==> config.mk <==
export PLATFORM = sky130hd
export DESIGN_NAME = register
export DESIGN_NICKNAME = d
export VERILOG_FILES = /design/src/rtl/register.sv
export SDC_FILE = /design/constraint.sdc
export NUM_CORES = 1
export LEC_CHECK = 0
export BUFFER_PORTS_ARGS = -buffer_cell sky130_fd_sc_hd__buf_4
export CAP_MARGIN = 20
export CORE_ASPECT_RATIO = 0.75
export CORE_MARGIN = 3
export CORE_UTILIZATION = 47
export CTS_BUF_LIST = sky130_fd_sc_hd__clkbuf_8
export CTS_CLUSTER_DIAMETER = 80
export DETAILED_ROUTE_END_ITERATION = 7
export PLACE_DENSITY_LB_ADDON = 0.3
export SLEW_MARGIN = 15
export SYNTH_ARGS = -nofsm -noshare
export SYNTH_HDL_FRONTEND = slang
export SYNTH_SLANG_ARGS = --single-unit
==> constraint.sdc <==
create_clock -name CLK -period 1 [get_ports CLK]
set_input_delay 0.1 -clock CLK [delete_from_list [all_inputs] [get_ports CLK]]
set_output_delay 0.1 -clock CLK [all_outputs]
set_load 0.01 [all_outputs]
==> src/rtl/register.sv <==
// Single WIDTH-bit storage register with a qualified write strobe.
// The read output comes straight from the flop, so there is no path from the write-side inputs.
module register #(
    parameter int               WIDTH       = 32,
    parameter logic [WIDTH-1:0] RESET_VALUE = '0
) (
    input  logic             CLK,
    input  logic             RST_N,
    input  logic             enabled,
    input  logic             addressed,
    input  logic [WIDTH-1:0] write,
    output logic [WIDTH-1:0] read
);

    logic [WIDTH-1:0] q;

    // Reset takes priority over a write presented on the same edge.
    always_ff @(posedge CLK) begin
        if (!RST_N) begin
            q <= RESET_VALUE;
        end else if (enabled && addressed) begin
            q <= write;
        end
    end

    assign read = q;

endmodule

After elaboration in Yosys (flattened, before gate mapping)
Index checks and enable logic that the tools add are counted.

word-level totals
  bits in registers = 32
  bits of input ports = 36

operators by class
  reductions and logical operators = 1

operator list
  kind               count
  logical AND 1 bit  1

Logic depth before layout (Yosys ltp)
  depth in word-level cells = 1
  mapped depth = 4
  depth with buffers taken out = 2

Least setup slack after synthesis
OpenSTA, ideal clock, no wires.

  path type = input-to-reg
  start point = in addressed
  end point = reg q[0] (netlist: read[0])
  library setup time = 0.115 ns
  arrival time = 0.610 ns
  required time = 0.885 ns
  slack = 0.275 ns
  stages on the path = 4
  cells stage by stage = buf_2 > and2_4 > buf_12 > o21ai_2

on the way
  longest elaborated chain between the ends = 1

RTL lines
  element                 RTL line  RTL
  start: declaration      10        input logic addressed,
  logical AND 1 bit       21        end else if (enabled && addressed) begin
  end signal: assignment  22        q <= write;
  end: declaration        15        logic [WIDTH-1:0] q;

Every way passes these cells.
A chain may end at the register's enable or synchronous reset.

Final worst setup path
  start point = reg q[14] (netlist: read[14])
  end point = out read[14]

RTL lines
  element           RTL line  RTL
  end: declaration  12        output logic [WIDTH-1:0] read

No word-level cell between the ends.

==> results_dict.tcl <==
set metrics [dict create \
    crit_chain "buf_4" \
    synth_top_area_share_pct 46.3 \
    seq_power_share_pct 49.5 \
    ctsResizeCount 0 \
    powerDensity_nw_per_um2 1450 \
    swShare_pct 24.4 \
    max-slew-margin-rel_pct 64.5 \
    grt_pass1_wl_um 5130 \
    grt_max_degree 65 \
    cts_hold_buffers 0 \
    synth_area_leaders "dfxtp_1, o21ai_2, nand4_1" \
    insertion_delay_ns 0.27 \
    nets 242 \
    io_buffers 67 \
    cts_setup_buffers 0 \
    rows 16 \
    reg2reg_to "read[14]$_SDFFE_PN0P_" \
    diodes 0 \
    multi_input_area_um2 602 \
    via_per_inst 5.25 \
    core_region_area_um2 2700 \
    final_layout_size_suffix_gt1_share_pct 51.7 \
    status "finished, final reports clean" \
    routed_wl_um 3350 \
    cts_sinks 32 \
    finalSetupTns_ns 0 \
    gp_congestion 0.673 \
    post-dp-hpwl_um 2300 \
    yosysTopAreaCell "dfxtp_1" \
    yosysUniqueCellTypes 9 \
    first_iter_violations 71 \
    synthCells 147 \
    critPathMaxFanout 2 \
    worstPathRequired_ns 0.90 \
    synth_area_per_cell_um2 9.41 \
    fin_crit_sh_pct 86.4 \
    setup_ws_ns 0.136 \
    die_w_um 68.7 \
    worst_setup_path_end_kind "output pin" \
    area_delta_synth_final_pct 38.4 \
    worst_path_largest_cell_delay_ns 0.36 \
    cts_buffers 5 \
    path_class "flop to output pin" \
    drv_cap 0 \
    p_sw_mw 0.675 \
    detailedPlace.worstSlack_ns 0.0269 \
    skew_ns 0 \
    final-seq-area_um2 641 \
    path_buf_inv 1 \
    first_pass_iters 4 \
    slowest_stage "dfxtp_1" \
    htreeDepth 2 \
    setup_viol 0 \
    critPathLaunchType "flop" \
    synth-seq-cells 32 \
    reg2reg_depth 2 \
    rsz0062_at_grt "false" \
    maxSlewViolCount 0 \
    drc 0 \
    syn-cell-area_um2 1380 \
    path_delay_family "flip-flops" \
    p_clk_share_pct 34.6 \
    ctsRootBufferMaster "clkbuf_8" \
    intPower_mw 2.10 \
    reg2reg_slack_ns 0.40 \
    yosysSeqAreaShare_pct 46.3 \
    track_usage_pct 19.0 \
    regToRegStartpoint "read[14]$_SDFFE_PN0P_" \
    path_depth 1 \
    wl_per_cell_um 13.8 \
    dpl_cell_area_um2 1830 \
    drtAntennaViolNets 0 \
    synthesis.nets 183 \
    final_area_um2 1920 \
    crit_start "read[14]$_SDFFE_PN0P_" \
    dr_total_vias 1275 \
    largest_register_ff_count 32 \
    cts_tree "done" \
    holdCritPathClass "input port to flop" \
    grt_pass1_vias 1199 \
    endpoint "read[14]" \
    initial_core_util_pct 51.2 \
    clk_pin_slew_ns 0.06 \
    cts_max_path_buffers 2 \
    antenna_found_initial 0 \
    peakVddDrop_v 0.00101 \
    grt-ovfl-total 0 \
    period_minus_slack_ns 0.864 \
    die-area_um2 3640 \
    critPathArrivalTime_ns 0.76 \
    fillers 219 \
    die_h_um 53.0 \
    combinationalPowerShare_pct 15.9 \
    io_pins 68 \
    fmax_mhz 1160 \
    worst_slew_pin_slew_ns 0.533 \
    synth_warnings 0 \
    power.leakage_nw 0.834 \
    hold_viol 0 \
]
## worst min path at each step
stage | startpoint | slack [ns] | depth (start not counted) | endpoint
6_report | write[9] | 0.07 | 3 | read[9]$_SDFFE_PN0P_
3_5_place_dp | write[0] | 0.35 | 3 | read[0]$_SDFFE_PN0P_
5_1_grt | write[2] | 0.07 | 3 | read[2]$_SDFFE_PN0P_
2_1_floorplan | write[29] | 0.24 | 2 | read[29]$_SDFFE_PN0P_
4_1_cts | write[0] | 0.06 | 3 | read[0]$_SDFFE_PN0P_
3_3_place_gp | write[31] | 0.34 | 3 | read[31]$_SDFFE_PN0P_
## metrics by stage
stage	utilization (%)	hold slack, ns	total power [mW]	cells
CTS	70.9	0.0627	2.81	243
global route	70.9	0.0655	2.90	243
detailed placement	67.5	0.350	1.84	235
finish	70.9	0.0703	2.77	243
global placement	67.5	0.344	1.83	235
floorplan	-	0.243	1.64	147
## layer usage
layer  share of wire (%)  GRT usage [%]  vias up
met5                   0              0        -
met4                   0           5.28        0
met3                 7.0           7.86        0
met2                  49           32.8       37
met1                  44           21.3      588
li1                    -              -      650
## power by group through the flow
| stage | Sequential [mW] | Combinational, mW | Clock (mW) |
|---|---|---|---|
| global route | 1.38 | 0.478 | 1.04 |
| finish | 1.37 | 0.441 | 0.960 |
| floorplan | 1.43 | 0.214 | 0 |
| detailed placement | 1.40 | 0.443 | 0 |
| global placement | 1.40 | 0.430 | 0 |
| CTS | 1.37 | 0.444 | 0.995 |
## cells in the final DEF (no fill, tap or decap)
| cell type | Yosys | routed |
|---|---|---|
| and2_4 | 1 | 1 |
| buf_12 | 3 | 1 |
| buf_4 | 0 | 69 |
| clkbuf_8 | 0 | 6 |
| dfxtp_1 | 32 | 32 |
| inv_1 | 0 | 2 |
| nand2_1 | 32 | 32 |
| nand4_1 | 32 | 32 |
| o21ai_1 | 2 | 2 |
| o21ai_2 | 30 | 30 |
## logic make-up (layout without fill, tap and decap cells)
logic type             count (synthesis)  after routing  share of synthesized area, %
AO/OA/AOI/OAI                         32             32                          19.7
buffers and inverters                 18             78                          10.2
flip-flops                            32             32                          46.3
AND/OR/NAND/NOR                       65             65                          23.8
## synthesized netlist by cell type, drive strengths merged
cell   count
dfxtp     32
o21ai     32
nand2     32
and2       1
nand4     32
buf       18
## cell type report
type | count | share of cell area, %
tap | 36 | 2.35
clock buffer | 6 | 4.31
sequential | 32 | 33.4
timing repair buffer | 70 | 28.1
clock inverter | 2 | 0.392
multi-input combinational | 97 | 31.4
Note: power is estimated with default switching activity, not from simulation.
